## config.mk

```make
export PLATFORM = sky130hd
export DESIGN_NAME = axi_err_slv
export DESIGN_NICKNAME = d
export VERILOG_FILES = /design/src/rtl/axi_err_slv.sv
export SDC_FILE = /design/constraint.sdc
export NUM_CORES = 1
export LEC_CHECK = 0
export ABC_AREA = 1
export CORE_AREA = 2 2 91 93
export DETAILED_ROUTE_END_ITERATION = 8
export DIE_AREA = 0 0 93 95
export PLACE_DENSITY = 0.82
export SETUP_SLACK_MARGIN = 0.2
export SLEW_MARGIN = 10
export SYNTH_ARGS = -nofsm -noshare
export SYNTH_HDL_FRONTEND = slang
export SYNTH_SLANG_ARGS = --single-unit
```

## constraint.sdc

```tcl
create_clock -name clk_i -period 2.9 [get_ports clk_i]
set_input_delay 0.58 -clock clk_i [delete_from_list [all_inputs] [get_ports clk_i]]
set_output_delay 0.58 -clock clk_i [all_outputs]
set_load 0.01 [all_outputs]
```

## src/rtl/axi_err_slv.sv

```systemverilog
// axi_err_slv: AXI4 terminating responder. Every AW/W burst is answered with
// one B and every AR burst with len+1 R beats, all carrying a fixed error
// response. No memory is touched. Read and write sides are independent FSMs.
//
// Write FSM
//   state  | meaning
//   W_RST  | just out of reset, all write outputs low
//   W_IDLE | aw_ready high, waiting for an address
//   W_DATA | w_ready high, draining beats until w_last
//   W_RESP | b_valid high, holding the error response until b_ready
//
// Read FSM
//   state  | meaning
//   R_RST  | just out of reset, all read outputs low
//   R_IDLE | ar_ready high, waiting for an address
//   R_DATA | r_valid high, issuing beats 0..len with fixed data

module axi_err_slv #(
    parameter int unsigned ADDR_WIDTH = 32,
    parameter int unsigned DATA_WIDTH = 32,
    parameter int unsigned ID_WIDTH   = 4,
    parameter int unsigned USER_WIDTH = 1,
    parameter logic [1:0]  RESP       = 2'b11,
    parameter logic [31:0] RESP_DATA  = 32'hCA11AB1E
) (
    input  logic                    clk_i,
    input  logic                    rst_i,
    // write address channel
    input  logic                    aw_valid,
    output logic                    aw_ready,
    input  logic [ID_WIDTH-1:0]     aw_id,
    input  logic [ADDR_WIDTH-1:0]   aw_addr,
    input  logic [7:0]              aw_len,
    input  logic [2:0]              aw_size,
    input  logic [1:0]              aw_burst,
    input  logic                    aw_lock,
    input  logic [3:0]              aw_cache,
    input  logic [2:0]              aw_prot,
    input  logic [3:0]              aw_qos,
    input  logic [3:0]              aw_region,
    input  logic [5:0]              aw_atop,
    input  logic [USER_WIDTH-1:0]   aw_user,
    // write data channel
    input  logic                    w_valid,
    output logic                    w_ready,
    input  logic [DATA_WIDTH-1:0]   w_data,
    input  logic [DATA_WIDTH/8-1:0] w_strb,
    input  logic                    w_last,
    input  logic [USER_WIDTH-1:0]   w_user,
    // write response channel
    output logic                    b_valid,
    input  logic                    b_ready,
    output logic [ID_WIDTH-1:0]     b_id,
    output logic [1:0]              b_resp,
    output logic [USER_WIDTH-1:0]   b_user,
    // read address channel
    input  logic                    ar_valid,
    output logic                    ar_ready,
    input  logic [ID_WIDTH-1:0]     ar_id,
    input  logic [ADDR_WIDTH-1:0]   ar_addr,
    input  logic [7:0]              ar_len,
    input  logic [2:0]              ar_size,
    input  logic [1:0]              ar_burst,
    input  logic                    ar_lock,
    input  logic [3:0]              ar_cache,
    input  logic [2:0]              ar_prot,
    input  logic [3:0]              ar_qos,
    input  logic [3:0]              ar_region,
    input  logic [USER_WIDTH-1:0]   ar_user,
    // read data channel
    output logic                    r_valid,
    input  logic                    r_ready,
    output logic [ID_WIDTH-1:0]     r_id,
    output logic [DATA_WIDTH-1:0]   r_data,
    output logic [1:0]              r_resp,
    output logic                    r_last,
    output logic [USER_WIDTH-1:0]   r_user
);

    localparam logic [1:0] W_RST  = 2'd0;
    localparam logic [1:0] W_IDLE = 2'd1;
    localparam logic [1:0] W_DATA = 2'd2;
    localparam logic [1:0] W_RESP = 2'd3;

    localparam logic [1:0] R_RST  = 2'd0;
    localparam logic [1:0] R_IDLE = 2'd1;
    localparam logic [1:0] R_DATA = 2'd2;

    // Fixed read pattern, zero-extended or truncated to the bus width.
    localparam logic [DATA_WIDTH-1:0] RDATA = DATA_WIDTH'(RESP_DATA);

    logic [1:0]          w_state;
    logic [1:0]          w_state_nxt;
    logic [ID_WIDTH-1:0] w_id_q;

    logic [1:0]          r_state;
    logic [1:0]          r_state_nxt;
    logic [ID_WIDTH-1:0] r_id_q;
    logic [7:0]          r_len_q;
    logic [7:0]          r_cnt;

    // Address, attribute, data and user fields have no effect on the response.
    logic unused_inputs;
    assign unused_inputs = ^{aw_addr, aw_len, aw_size, aw_burst, aw_lock,
                             aw_cache, aw_prot, aw_qos, aw_region, aw_atop,
                             aw_user, w_data, w_strb, w_user,
                             ar_addr, ar_size, ar_burst, ar_lock, ar_cache,
                             ar_prot, ar_qos, ar_region, ar_user};

    // Write-side outputs, decoded from registered state only.
    assign aw_ready = (w_state == W_IDLE);
    assign w_ready  = (w_state == W_DATA);
    assign b_valid  = (w_state == W_RESP);
    assign b_id     = w_id_q;
    assign b_resp   = b_valid ? RESP : 2'b00;
    assign b_user   = '0;

    // Read-side outputs, decoded from registered state only.
    assign ar_ready = (r_state == R_IDLE);
    assign r_valid  = (r_state == R_DATA);
    assign r_id     = r_id_q;
    assign r_data   = r_valid ? RDATA : '0;
    assign r_resp   = r_valid ? RESP : 2'b00;
    assign r_last   = r_valid && (r_cnt == r_len_q);
    assign r_user   = '0;

    // Write FSM next-state; termination is on w_last alone, aw_len is not counted.
    always_comb begin
        w_state_nxt = w_state;
        case (w_state)
            W_RST:   w_state_nxt = W_IDLE;
            W_IDLE:  if (aw_valid) w_state_nxt = W_DATA;
            W_DATA:  if (w_valid && w_last) w_state_nxt = W_RESP;
            W_RESP:  if (b_ready) w_state_nxt = W_IDLE;
            default: w_state_nxt = W_RST;
        endcase
    end

    // Write state and captured AW id.
    always_ff @(posedge clk_i or posedge rst_i) begin
        if (rst_i) begin
            w_state <= W_RST;
            w_id_q  <= '0;
        end else begin
            w_state <= w_state_nxt;
            if (aw_valid && aw_ready) begin
                w_id_q <= aw_id;
            end
        end
    end

    // Read FSM next-state; the burst ends on the handshake of the r_last beat.
    always_comb begin
        r_state_nxt = r_state;
        case (r_state)
            R_RST:   r_state_nxt = R_IDLE;
            R_IDLE:  if (ar_valid) r_state_nxt = R_DATA;
            R_DATA:  if (r_ready && r_last) r_state_nxt = R_IDLE;
            default: r_state_nxt = R_RST;
        endcase
    end

    // Read state, captured AR id/len and beat counter. The counter holds on
    // the last beat so len=255 finishes with cnt=255 instead of wrapping.
    always_ff @(posedge clk_i or posedge rst_i) begin
        if (rst_i) begin
            r_state <= R_RST;
            r_id_q  <= '0;
            r_len_q <= '0;
            r_cnt   <= '0;
        end else begin
            r_state <= r_state_nxt;
            if (ar_valid && ar_ready) begin
                r_id_q  <= ar_id;
                r_len_q <= ar_len;
                r_cnt   <= '0;
            end else if (r_valid && r_ready && !r_last) begin
                r_cnt <= r_cnt + 8'd1;
            end
        end
    end

endmodule
```

* After elaboration in Yosys (flattened, before gate mapping)
Index checks and enable logic that the tools add are counted. Widths: inputs -> output; s select.
Cells by class: eq/ne operators 11, multiplexer cells 12, add/subtract/negate cells 1, reductions and logical operators 13
Operators by type and width (count):
- $mux 32 | 1
- $mux 8 | 2
- $mux 2 | 7
- $add 8x1->8 const B | 1
- $eq 8x8->1 | 1
- $pmux 2 s4 | 1
- $logic_and 1x1->1 | 7
- $eq 2x2->1 const B | 3
- $ne 2x1->1 const B | 3
- $pmux 2 s3 | 1
- $eq 2x1->1 const B | 2
- $logic_not 2->1 | 2
- $ne 2x2->1 const B | 2
- $reduce_and 3->1 | 1
- $reduce_and 2->1 | 1
- $reduce_bool 2->1 | 1
- $logic_not 1->1 | 1
Storage, ports and cells: output and inout port bits 52, bits in registers 28

* Depth between registers and ports, before layout
Gate-level depths: netlist of run 1.
depth after elaboration 6, depth in mapped cells 11, depth with buffers taken out 10

* Least setup slack after synthesis of run 1
Ideal clock, no wire load.
kind register -> output, start reg r_cnt[2], end out r_last, arrival 1124 ps, stages on the path, launching flop included 5, data required time 2320 ps, path buffers 1, slack 1196 ps, cell sequence dfrtp_1 -> buf_6 -> xnor2_2 -> nand3b_1 -> nor4_1
Between the ends: word-level cells in the longest chain between the ends 2
Ends and longest elaborated chain:
- from (decl) | line 100 | logic [7:0] r_cnt;
- from (signal assigned) | line 178 | r_cnt <= r_cnt + 8'd1;
- $eq 8x8->1 | line 124 | assign r_last = r_valid && (r_cnt == r_len_q);
- $logic_and 1x1->1 | line 124
- to (decl) | line 76 | output logic r_last,
No other way between the ends.

* Final worst setup path of run 1
start reg r_state[0], end out r_data[13]
Between the ends: word-level cells in the longest chain between the ends 2
Ends and longest elaborated chain:
- from (decl) | line 96 | logic [1:0] r_state;
- from (signal assigned) | line 172 | r_state <= r_state_nxt;
- $eq 2x2->1 | line 120 | assign r_valid = (r_state == R_DATA);
- $mux 32 | line 122 | assign r_data = r_valid ? RDATA : '0;
- to (decl) | line 74 | output logic [DATA_WIDTH-1:0] r_data,
No other way between the ends.

==> impl_summary.log, run 1 <==
[metrics] clock skew after layout: 0.00587 ns
[metrics] root buf cell: sky130_fd_sc_hd__clkbuf_8
[metrics] status: complete, no violations
[metrics] total wirelength of the detailed-routed design: a little under 4000 um
[metrics] 1st-iter DRT viols: 59
[metrics] clock sinks: 28
[metrics] initial standard-cell utilization of the core: 23.9%
[metrics] class of the most critical hold timing path: reg -> reg
[metrics] CP arrival: 1.88 ns
[metrics] Sequential Power Share: 33.6%
[metrics] maximum clock frequency: 407 MHz
[metrics] antenna violations before repair: 0
[metrics] maximum root-to-sink buffer count: 2
[metrics] Setup WS pre-CTS: 0.593 ns
[metrics] Total Die Area: 0.00884 sq mm
[metrics] summed instance area of the synthesized netlist: 0.00190 sq mm
[metrics] internal power: 1.20 mW
[metrics] post-synthesis average cell area: approximately 8.5 sq um
[metrics] worst setup path class: reg -> out
[metrics] post-synthesis cell count: approximately 220
[metrics] number of input and output port buffers inserted: 56
[metrics] GR met1 Demand/Resource: 12.2%
[metrics] post-cts resize count: 0
[metrics] distinct cell type count after synthesis: 28
[metrics] final antenna-violating net count: 0
[metrics] Placer Congestion: 0.868
[metrics] Comb pwr share: between 50% and 60%
[metrics] Net Sw Frac: 38.7%
[metrics] YS warnings: 0
[metrics] largest area contributor in the synthesized netlist: sky130_fd_sc_hd__dfrtp_1
[metrics] met2 usage: 14.8%
[metrics] Die Width: 93 um
[metrics] worst-margin pin slew: 0.628 ns
[metrics] fraction of layout instances using a drive strength above 1: between 10% and 20%
[metrics] share of total power in the clock network: a little over a tenth
[metrics] number of setup buffers added after CTS: 0
[metrics] Core Rows: 33
[metrics] number of fillers in the final layout: around 850
[metrics] power per cell area: between 800 and 900 mW/mm^2
[metrics] total clock buffers created by CTS: 3
[metrics] peak fanout along the critical path: 19
[metrics] post-route DRC violation count: 0
[metrics] portion of synthesized cell area occupied by the leading cell type: 36.9%
[metrics] Detailed Place HPWL: 2930 um
[metrics] unrepaired setup endpoints after global routing: no
[metrics] count of hold-fix buffers inserted at cts: 0
[metrics] part of the cycle the worst path needs: 84.7%
[metrics] TritonRoute pass-1 iters: 4
[metrics] number of top-level pins: between 200 and 250
[metrics] Slew Limit Fails: 0
[metrics] die boundary height: 95 um
[metrics] FF+latch count, synth: 28
[metrics] Via Count: 1497
[metrics] GRT Resource Usage Total: a little under a tenth
[metrics] number of diodes added for antenna fixing: 0
[metrics] critical path data required time: approximately 2.3 ns
[metrics] element type at the critical path start: register
[metrics] met3 Resource Use GR: 2.23%
[metrics] Switching Power: ~0.75 mW
[metrics] net count of the finished layout: between 400 and 500
[metrics] final core occ: 30.0%
[metrics] final worst setup slack: 0.444 ns
[metrics] final sum of negative setup slack: 0 ns
[metrics] via/cell ratio: 4.14
[metrics] global-route layer with the greatest usage: met2
[metrics] Register-to-Register Setup Slack: 1.40 ns
[metrics] wire per inst: 10.7 um
[metrics] clock tree from TritonCTS: done
[metrics] worst-skew pair later-pin latency: 0.27 ns
[metrics] leakage: approximately 1.1 nW
[metrics] area added between synthesis and finish: 25.3%
[metrics] max-cap check violation count: 0
[metrics] Core Region: a little under 0.008 sq mm
[metrics] clock edge transition at the registers on the reported setup and hold paths: 0.10 ns
[metrics] wire length of the first global-routing pass: 6630 um
[metrics] clock period minus worst slack: 2.46 ns
[metrics] maximum level of the CTS H-tree: 1
[metrics] number of failing setup endpoints in the final timing report: 0
[metrics] IR Drop Worst-Case VDD: about 0.47 mV
[metrics] overflow left after global routing: 0
[metrics] headroom to the max-slew limit: 58.0%
[metrics] via count of the first global-routing pass: roughly 1500
[metrics] count of cells along the worst hold path: 1
[metrics] share of synthesized area occupied by flip-flops and latches: approximately 37%
[metrics] maximum number of pins on one net before global-route repair: 35
[metrics] count of cells along the worst register-to-register path: 4
[metrics] critical path capture point type: primary output
[metrics] synth top area cells: sky130_fd_sc_hd__dfrtp_1 37%, sky130_fd_sc_hd__buf_4 15%, sky130_fd_sc_hd__nand2_1 7.9%
[metrics] endpoints failing hold: 0
==> path summary, 6_finish.rpt <==
check	from	end
hold reg to reg	r_id[1]$_DFFE_PP0P_	r_id[1]$_DFFE_PP0P_
setup / recovery	r_state[0]$_DFFE_PP0P_	r_data[13]
min in group asynchronous	rst_i	r_id[3]$_DFFE_PP0P_
max in group asynchronous	rst_i	r_cnt[4]$_DFFE_PP0P_
hold / removal	r_id[1]$_DFFE_PP0P_	r_id[1]$_DFFE_PP0P_
setup reg to reg	r_state[0]$_DFFE_PP0P_	r_id[3]$_DFFE_PP0P_
==> state kept, by name, indices dropped and copies added, names as in the netlist <==
name / cells
r_cnt: 8
r_len_q: 8
b_id: 4
r_id: 4
r_state: 2
w_state: 2
==> layout make-up <==
class,count,area [sq um],area share (%)
Clock buffer,3,41.3,1.74
Sequential cell,28,701,29.5
Timing Repair Buffer,57,571,24.0
Tap cell,105,131,5.53
Multi-Input combinational cell,141,828,34.8
Inverter,28,105,4.42
==> synthesized netlist by cell type <==
cell type,count
sky130_fd_sc_hd__nand2_1,40
sky130_fd_sc_hd__buf_4,39
sky130_fd_sc_hd__dfrtp_1,28
sky130_fd_sc_hd__inv_1,25
sky130_fd_sc_hd__nand3_1,17
sky130_fd_sc_hd__mux2_2,10
sky130_fd_sc_hd__nor2_1,10
sky130_fd_sc_hd__nand4_1,9
sky130_fd_sc_hd__a21oi_1,7
sky130_fd_sc_hd__ha_1,5
sky130_fd_sc_hd__nand2_2,4
sky130_fd_sc_hd__xor2_1,4
sky130_fd_sc_hd__buf_2,3
sky130_fd_sc_hd__nor2_4,3
sky130_fd_sc_hd__buf_6,2
sky130_fd_sc_hd__inv_2,2
sky130_fd_sc_hd__nor2_2,2
sky130_fd_sc_hd__o21ai_0,2
sky130_fd_sc_hd__xnor2_2,2
sky130_fd_sc_hd__clkinv_1,1
sky130_fd_sc_hd__conb_1,1
sky130_fd_sc_hd__nand2_4,1
sky130_fd_sc_hd__nand2_8,1
sky130_fd_sc_hd__nand3_2,1
sky130_fd_sc_hd__nand3b_1,1
sky130_fd_sc_hd__nor4_1,1
sky130_fd_sc_hd__o21ai_1,1
sky130_fd_sc_hd__o221ai_1,1
==> critical path: stages (launching register included) <==
cell,delay (ns)
sky130_fd_sc_hd__dfrtp_1,0.38
sky130_fd_sc_hd__inv_2,0.09
sky130_fd_sc_hd__nand2_2,0.11
sky130_fd_sc_hd__inv_1,0.38
sky130_fd_sc_hd__clkdlybuf4s50_1,0.64
==> per-stage QoR <==
stage	instance area (sq um)	hold WS, ns	total power [mW]	cells
2_1_floorplan	1960	0.492	1.39	241
3_3_place_gp	2330	0.488	1.71	359
3_5_place_dp	2330	0.495	1.75	359
4_1_cts	2370	0.516	1.98	362
5_1_grt	2380	0.541	2.12	362
6_report	2380	0.512	1.95	362
==> layout by cell type, fill, tap and decap left out <==
master                            count
sky130_fd_sc_hd__inv_1               25
sky130_fd_sc_hd__nor2_2               2
sky130_fd_sc_hd__a21oi_1              7
sky130_fd_sc_hd__nand2_2              4
sky130_fd_sc_hd__xor2_1               4
sky130_fd_sc_hd__ha_1                 5
sky130_fd_sc_hd__nor4_1               1
sky130_fd_sc_hd__nand4_1              9
sky130_fd_sc_hd__buf_4                1
sky130_fd_sc_hd__conb_1              19
sky130_fd_sc_hd__nand3_1             17
sky130_fd_sc_hd__o21ai_0              2
sky130_fd_sc_hd__dfrtp_1             28
sky130_fd_sc_hd__nor2_1              10
sky130_fd_sc_hd__o221ai_1             1
sky130_fd_sc_hd__clkinv_1             1
sky130_fd_sc_hd__nand2_4              1
sky130_fd_sc_hd__nand3_2              1
sky130_fd_sc_hd__clkdlybuf4s50_1     55
sky130_fd_sc_hd__inv_2                2
sky130_fd_sc_hd__o21ai_1              1
sky130_fd_sc_hd__nand3b_1             1
sky130_fd_sc_hd__clkbuf_8             3
sky130_fd_sc_hd__dlymetal6s2s_1       1
sky130_fd_sc_hd__nand2_8              1
sky130_fd_sc_hd__xnor2_2              2
sky130_fd_sc_hd__nor2_4               3
sky130_fd_sc_hd__mux2_2              10
sky130_fd_sc_hd__nand2_1             40
==> routing by layer <==
metal  vias to the layer above  routed length, um  share of wire, %
li1                        716                  -                 -
met1                       686               1750                45
met2                        91               1760                45
met3                         4                341               8.8
met4                         0                 31              0.80
met5                         -                  0                 0
==> power by group through the flow <==
| stage | logic (mW) | clock network, mW | registers, mW |
|---|---|---|---|
| 2_1_floorplan | 0.727 | 0 | 0.668 |
| 3_3_place_gp | 1.06 | 0 | 0.651 |
| 3_5_place_dp | 1.08 | 0 | 0.664 |
| 4_1_cts | 1.10 | 0.224 | 0.656 |
| 5_1_grt | 1.20 | 0.240 | 0.679 |
| 6_report | 1.08 | 0.214 | 0.655 |
==> logic make-up after synthesis <==
kind of cell	Yosys count	share of synthesized area, %
fa+ha+maj	5	3.30
simple gates	90	24.0
flops	28	36.9
compound gates	11	3.10
mux	10	5.94
buf+inv	72	23.0
xor+xnor	6	3.56
other cells	1	0.198
Note: power is estimated with default switching activity, not from simulation.
==> inputs of run 2 (changes only) <==
--- a/config.mk
+++ b/config.mk
@@ -6,10 +6,9 @@
 export NUM_CORES = 1
 export LEC_CHECK = 0
 export ABC_AREA = 1
-export CORE_AREA = 2 2 91 93
+export CORE_UTILIZATION = 24
 export DETAILED_ROUTE_END_ITERATION = 8
-export DIE_AREA = 0 0 93 95
-export PLACE_DENSITY = 0.82
+export PLACE_DENSITY = 0.84
 export SETUP_SLACK_MARGIN = 0.2
 export SLEW_MARGIN = 10
 export SYNTH_ARGS = -nofsm -noshare
==> constraint.sdc (replaced) <==
create_clock -name clk_i -period 2.1 [get_ports clk_i]
set_input_delay 0.42 -clock clk_i [delete_from_list [all_inputs] [get_ports clk_i]]
set_output_delay 0.42 -clock clk_i [all_outputs]
set_load 0.01 [all_outputs]
==> run 2 against run 1 <==
  * Critical path depth stayed put
  * Flip-flop and latch count stayed put
  * Worst hold slack worse by 0.011 ns
  * Critical path type unchanged
  * Wire length is 0.39% lower
  * Combinational power is 35% higher
  * Clock power is 100% higher
  * Design area is 1.5% higher
==> impl_summary.log, run 2 (synthesis gave the netlist of run 1 again) <==
[metrics] via count of the first global-routing pass: 1475
[metrics] final sum of negative setup slack: 0 ns
[metrics] worst setup path startpoint: r_cnt[2]$_DFFE_PP0P_
[metrics] number of top-level pins: roughly 240
[metrics] die boundary height: 90.9 um
[metrics] largest registers: r_cnt (8), r_len_q (8)
[metrics] cell chain of the critical path: xnor2_2 > nand3b_1 > nor4_2 > buf_2
[metrics] element type at the critical path start: register
[metrics] net count of the finished layout: 456
[metrics] Slowest cell on crit path: sky130_fd_sc_hd__dfrtp_1
[metrics] final worst setup slack: 0.229 ns
[metrics] clock sinks: 28
[metrics] Detailed Place HPWL: 2900 um
[metrics] CP top delay family: flip-flops
[metrics] logic depth of the worst setup path including buffers: 4
[metrics] root buf cell: sky130_fd_sc_hd__clkbuf_8
[metrics] critical path capture point type: primary output
[metrics] antenna violations before repair: 0
[metrics] area added between synthesis and finish: 27.2%
[metrics] WL met3: 246 um
[metrics] unrepaired setup endpoints after global routing: yes
[metrics] endpoints failing hold: 0
[metrics] largest stage delay on the critical path: 0.42 ns
[metrics] maximum level of the CTS H-tree: 1
[metrics] Core Region: 0.00769 sq mm
[metrics] RR Startpoint: r_state[0]$_DFFE_PP0P_
[metrics] final core occ: a little under a third
[metrics] wire length of the first global-routing pass: 6460 um
[metrics] Setup WS pre-CTS: between 0.05 and 0.06 ns
[metrics] max-cap check violation count: 0
[metrics] initial standard-cell utilization of the core: 24.7%
[metrics] Core Rows: 32
[metrics] number of diodes added for antenna fixing: 0
[metrics] clock tree from TritonCTS: done
[metrics] part of the cycle the worst path needs: 89.1%
[metrics] leakage: 1.26 nW
[metrics] Via Count: roughly 1500
[metrics] count of cells along the worst register-to-register path: 7
[metrics] IR Drop Worst-Case VDD: roughly 0.53 mV
[metrics] total wirelength of the detailed-routed design: 3870 um
[metrics] TritonRoute pass-1 iters: 4
[metrics] Crit Reg-Reg Endpoint: r_cnt[6]$_DFFE_PP0P_
[metrics] status: complete, no violations
[metrics] overflow left after global routing: 0
[metrics] number of buffers and inverters on the critical path: 1
[metrics] Slew Limit Fails: 0
[metrics] maximum clock frequency: 534 MHz
[metrics] number of input and output port buffers inserted: 56
[metrics] GRT Resource Usage Total: approximately a tenth
[metrics] final antenna-violating net count: 0
[metrics] Total Die Area: 0.00826 sq mm
[metrics] worst setup path class: reg -> out
[metrics] power per cell area: 1160 mW/mm^2
[metrics] highest-count cells in the layout ignoring fill and taps: 39 x sky130_fd_sc_hd__nand2_1, 33 x sky130_fd_sc_hd__clkdlybuf4s50_1, 28 x sky130_fd_sc_hd__dfrtp_1, 25 x sky130_fd_sc_hd__inv_1, 19 x sky130_fd_sc_hd__conb_1
[metrics] clock skew after layout: 0.00255 ns
[metrics] CP arrival: 1.45 ns
[metrics] fraction of layout instances using a drive strength above 1: 23.2%
[metrics] Hold WS: 0.501 ns
[metrics] via/cell ratio: a little over 4
[metrics] clock period minus worst slack: around 1.9 ns
[metrics] number of failing setup endpoints in the final timing report: 0
[metrics] Register-to-Register Setup Slack: 0.61 ns
[metrics] maximum number of pins on one net before global-route repair: 29
[metrics] length of routed met2 wiring: 1850 um
[metrics] 1st-iter DRT viols: 36
[metrics] wire per inst: 10.5 um
[metrics] headroom to the max-slew limit: 63.5%
[metrics] uppermost layer routed: met4
[metrics] post-route met1 wirelength: ~1700 um
[metrics] Die Width: 90.9 um
[metrics] post-route DRC violation count: 0
[metrics] worst-skew pair later-pin latency: 0.28 ns
[metrics] maximum root-to-sink buffer count: 2
[metrics] number of fillers in the final layout: 807
[metrics] clock edge transition at the registers on the reported setup and hold paths: 0.10 ns
[metrics] total clock buffers created by CTS: 3
[metrics] critical path data required time: 1.68 ns
[metrics] most common cell after layout, fill and taps aside: sky130_fd_sc_hd__nand2_1
[metrics] Worst setup endpoint: r_last
[metrics] worst-margin pin slew: 0.547 ns
[metrics] class of the most critical hold timing path: in -> async
[metrics] Placer Congestion: 0.838
[metrics] peak fanout along the critical path: 2
[metrics] count of hold-fix buffers inserted at cts: 0
## run 2: cell count changes in the layout (fill, tap and decap cells not counted), moves of 2 or more
cell                              before  now
sky130_fd_sc_hd__buf_4                 1    9
sky130_fd_sc_hd__clkbuf_2              0   18
sky130_fd_sc_hd__clkdlybuf4s50_1      55   33
sky130_fd_sc_hd__dlymetal6s2s_1        1    3
## run 2: metal layers
layer  vias to the layer above  global-route usage (%)
li1                        736                       -
met1                       709                    11.9
met2                        65                    16.1
met3                         5                    2.36
met4                         0                    2.78
met5                         -                       0
## run 2: worst min-delay path by stage
stage                             endpoint                 from  slack (ns)  cells after the start
floorplan              b_id[0]$_DFFE_PP0P_                rst_i        0.49                      1
global placement       r_id[3]$_DFFE_PP0P_  r_id[3]$_DFFE_PP0P_        0.49                      1
detailed placement     b_id[2]$_DFFE_PP0P_  b_id[2]$_DFFE_PP0P_        0.50                      1
CTS                 w_state[0]$_DFFE_PP0P_                rst_i        0.52                      3
global route           b_id[2]$_DFFE_PP0P_  b_id[2]$_DFFE_PP0P_        0.53                      1
finish              w_state[1]$_DFFE_PP0P_                rst_i        0.50                      3
## run 2: repair_timing
item	in CTS	in global routing
gates cloned	0	0
pin swaps	0	0
buffers inserted	1	0
setup endpoints to repair	24	23
gates resized for setup	20	47
## run 2: area by class of cell
type / instances / area [sq um] / share of cell area [%]
clock inverters: 1 / 30.0 / 1.24
inverters: 28 / 105 / 4.35
multi-input cells: 141 / 850 / 35.2
flip-flops and latches: 28 / 701 / 29.0
well taps: 102 / 128 / 5.29
clock buffers: 3 / 41.3 / 1.71
repair buffers: 66 / 559 / 23.2
## run 2: report_power, final
| group | leakage, nW | switching, mW | internal, mW | total, mW |
|---|---|---|---|---|
| registers | 0.341 | 0.151 | 0.749 | 0.901 |
| clock network | 0.0357 | 0.177 | 0.256 | 0.433 |
| logic | 0.881 | 0.753 | 0.712 | 1.46 |
## run 2: tightest hold or removal path: cells and delay by family
kind / cells / cell delay [ns]
buffers and inverters: 3 / 0.78
## run 2: metrics by stage
stage               cells  power [mW]  instance area (sq um)
finish                369        2.80                   2410
global route          369        3.01                   2410
CTS                   369        2.84                   2460
detailed placement    364        2.48                   2400
global placement      364        2.43                   2400
floorplan             241        1.93                   1960
==> inputs of run 3 (changes only) <==
--- a/config.mk
+++ b/config.mk
@@ -7,9 +7,10 @@
 export LEC_CHECK = 0
 export ABC_AREA = 1
 export CORE_UTILIZATION = 24
+export CTS_BUF_LIST = sky130_fd_sc_hd__clkbuf_16
 export DETAILED_ROUTE_END_ITERATION = 8
 export PLACE_DENSITY = 0.84
-export SETUP_SLACK_MARGIN = 0.2
+export SETUP_SLACK_MARGIN = 0.3
 export SLEW_MARGIN = 10
 export SYNTH_ARGS = -nofsm -noshare
 export SYNTH_HDL_FRONTEND = slang
==> run 3 against run 2 <==
  * Wire length rose by 1.1%
  * Design area rose by 2.5%
  * Sequential share of layout area fell by 0.70 points
  * First-iteration DRC count rose by 17%
  * Via count rose by 0.79%
  * Cell count rose by 0.81%
  * Sequential power fell by 2%
  * Critical endpoint unchanged
  * Largest power group unchanged
  * Highest routed layer unchanged
==> impl_summary.log, run 3 (synthesis gave the netlist of run 1 again) <==
[metrics] net count of the finished layout: 459
[metrics] 1st-iter DRT viols: 42
[metrics] highest-count cells in the layout ignoring fill and taps: 39 x sky130_fd_sc_hd__nand2_1, 31 x sky130_fd_sc_hd__clkdlybuf4s50_1, 28 x sky130_fd_sc_hd__dfrtp_1, 24 x sky130_fd_sc_hd__inv_1, 19 x sky130_fd_sc_hd__conb_1
[metrics] Slowest cell on crit path: sky130_fd_sc_hd__dfrtp_1
[metrics] TritonRoute pass-1 iters: 4
[metrics] number of input and output port buffers inserted: 56
[metrics] total wirelength of the detailed-routed design: 3910 um
[metrics] peak fanout along the critical path: 2
[metrics] element type at the critical path start: register
[metrics] IR Drop Worst-Case VDD: 0.551 mV
[metrics] largest registers: r_cnt (8), r_len_q (8)
[metrics] initial standard-cell utilization of the core: 24.7%
[metrics] part of the cycle the worst path needs: 87.8%
[metrics] critical path capture point type: primary output
[metrics] maximum number of pins on one net before global-route repair: 29
[metrics] worst-margin pin slew: 0.523 ns
[metrics] Core Rows: 32
[metrics] critical path data required time: 1.68 ns
[metrics] class of the most critical hold timing path: reg -> reg
[metrics] clock edge transition at the registers on the reported setup and hold paths: approximately 0.070 ns
[metrics] maximum level of the CTS H-tree: 1
[metrics] count of hold-fix buffers inserted at cts: 0
[metrics] count of cells along the worst register-to-register path: 8
[metrics] Hold WS: 0.506 ns
[metrics] post-route DRC violation count: 0
[metrics] fraction of layout instances using a drive strength above 1: 24.8%
[metrics] Detailed Place HPWL: 2900 um
[metrics] max-cap check violation count: 0
[metrics] Die Width: 90.9 um
[metrics] clock tree from TritonCTS: done
[metrics] final sum of negative setup slack: 0 ns
[metrics] overflow left after global routing: 0
[metrics] number of top-level pins: 235
[metrics] Total Die Area: between 0.008 and 0.009 sq mm
[metrics] cell chain of the critical path: xnor2_2 > nand3b_1 > nor4_2 > buf_2
[metrics] root buf cell: sky130_fd_sc_hd__clkbuf_16
[metrics] total clock buffers created by CTS: 3
[metrics] final antenna-violating net count: 0
[metrics] CP top delay family: flip-flops
[metrics] clock sinks: 28
[metrics] number of buffers and inverters on the critical path: 1
[metrics] antenna violations before repair: 0
[metrics] most common cell after layout, fill and taps aside: sky130_fd_sc_hd__nand2_1
[metrics] via/cell ratio: 4.10
[metrics] number of failing setup endpoints in the final timing report: 0
[metrics] largest stage delay on the critical path: 0.41 ns
[metrics] Power, Total: 3.00 mW
[metrics] clock skew after layout: about 0.0016 ns
[metrics] area added between synthesis and finish: 30.4%
[metrics] power per cell area: 1210 mW/mm^2
[metrics] Slew Limit Fails: 0
[metrics] Register-to-Register Setup Slack: about 0.56 ns
[metrics] leakage: 1.29 nW
[metrics] wire per inst: 10.5 um
[metrics] die boundary height: just over 90 um
[metrics] Via Count: 1527
[metrics] maximum clock frequency: about 540 MHz
[metrics] logic depth of the worst setup path including buffers: 4
[metrics] GRT Resource Usage Total: 9.92%
[metrics] Core Region: 0.00769 sq mm
[metrics] Placer Congestion: ~0.84
[metrics] count of cells along the worst hold path: 1
[metrics] maximum root-to-sink buffer count: 2
[metrics] unrepaired setup endpoints after global routing: yes
[metrics] worst setup path class: reg -> out
[metrics] wire length of the first global-routing pass: 6620 um
[metrics] clock period minus worst slack: ~1.8 ns
[metrics] endpoints failing hold: 0
[metrics] number of diodes added for antenna fixing: 0
[metrics] worst-skew pair later-pin latency: between 0.2 and 0.3 ns
[metrics] headroom to the max-slew limit: about 65%
[metrics] CP arrival: 1.42 ns
[metrics] via count of the first global-routing pass: 1497
[metrics] status: complete, no violations
==> run 3: changes by cell type in the layout (fill, tap and decap cells not counted), moves of 2 or more <==
cell and delta:
sky130_fd_sc_hd__buf_2 +2, sky130_fd_sc_hd__buf_4 +2, sky130_fd_sc_hd__clkbuf_16 +3, sky130_fd_sc_hd__clkbuf_2 -2
sky130_fd_sc_hd__clkbuf_8 -3, sky130_fd_sc_hd__clkdlybuf4s50_1 -2, sky130_fd_sc_hd__ha_2 +2
==> run 3: path summary, 6_finish.rpt <==
check,from,endpoint
max,r_len_q[2]$_DFFE_PP0P_,r_last
min reg2reg,b_id[1]$_DFFE_PP0P_,b_id[1]$_DFFE_PP0P_
min in group asynchronous,rst_i,w_state[1]$_DFFE_PP0P_
max in group asynchronous,rst_i,r_len_q[4]$_DFFE_PP0P_
min,b_id[1]$_DFFE_PP0P_,b_id[1]$_DFFE_PP0P_
max reg2reg,r_state[0]$_DFFE_PP0P_,r_cnt[6]$_DFFE_PP0P_
==> run 3: layer usage <==
layer	track usage (%)	part of all wire (%)
met1	12.0	43
met2	16.9	48
met3	2.61	7.2
met4	3.57	1.4
met5	0	0
==> run 3: where the power goes <==
part           total [mW]  switching [mW]  internal, mW
Combinational        1.54           0.780         0.756
Clock               0.577           0.196         0.380
Sequential          0.887           0.136         0.751
==> run 3: cell type report <==
cell class | instances | area [sq um]
fill | 802 | 5210
multi-input combinational | 141 | 842
clock inverter | 1 | 30.0
tap | 102 | 128
inverter | 28 | 105
sequential | 28 | 701
clock buffer | 3 | 75.1
timing repair buffer | 69 | 593
==> run 3: worst reg2reg max path: stages (launching register included) <==
cell	delay (ns)
sky130_fd_sc_hd__dfrtp_1	0.38
sky130_fd_sc_hd__inv_2	0.07
sky130_fd_sc_hd__buf_4	0.11
sky130_fd_sc_hd__buf_12	0.09
sky130_fd_sc_hd__nor2_4	0.03
sky130_fd_sc_hd__nand2_2	0.28
sky130_fd_sc_hd__buf_4	0.29
sky130_fd_sc_hd__nand4_1	0.12
sky130_fd_sc_hd__nand2_1	0.10
==> run 3: repair_timing <==
item / CTS / global route
pin swaps: 1 / 0
endpoints found under the hold margin: 0 / 0
setup buffers: 3 / 1
endpoints found under the setup margin: 25 / 23
gates cloned: 0 / 0
gates resized for setup: 49 / 24
==> run 3: metrics by stage <==
step	setup WS [ns]	instances	util, %	instance area (sq um)
after floorplan	0.556	241	-	1960
after global placement	0.0849	364	31.3	2400
after detailed placement	0.0595	364	31.3	2400
after CTS	0.240	371	33.1	2540
after global routing	0.191	372	32.2	2470
final	0.256	372	32.2	2470
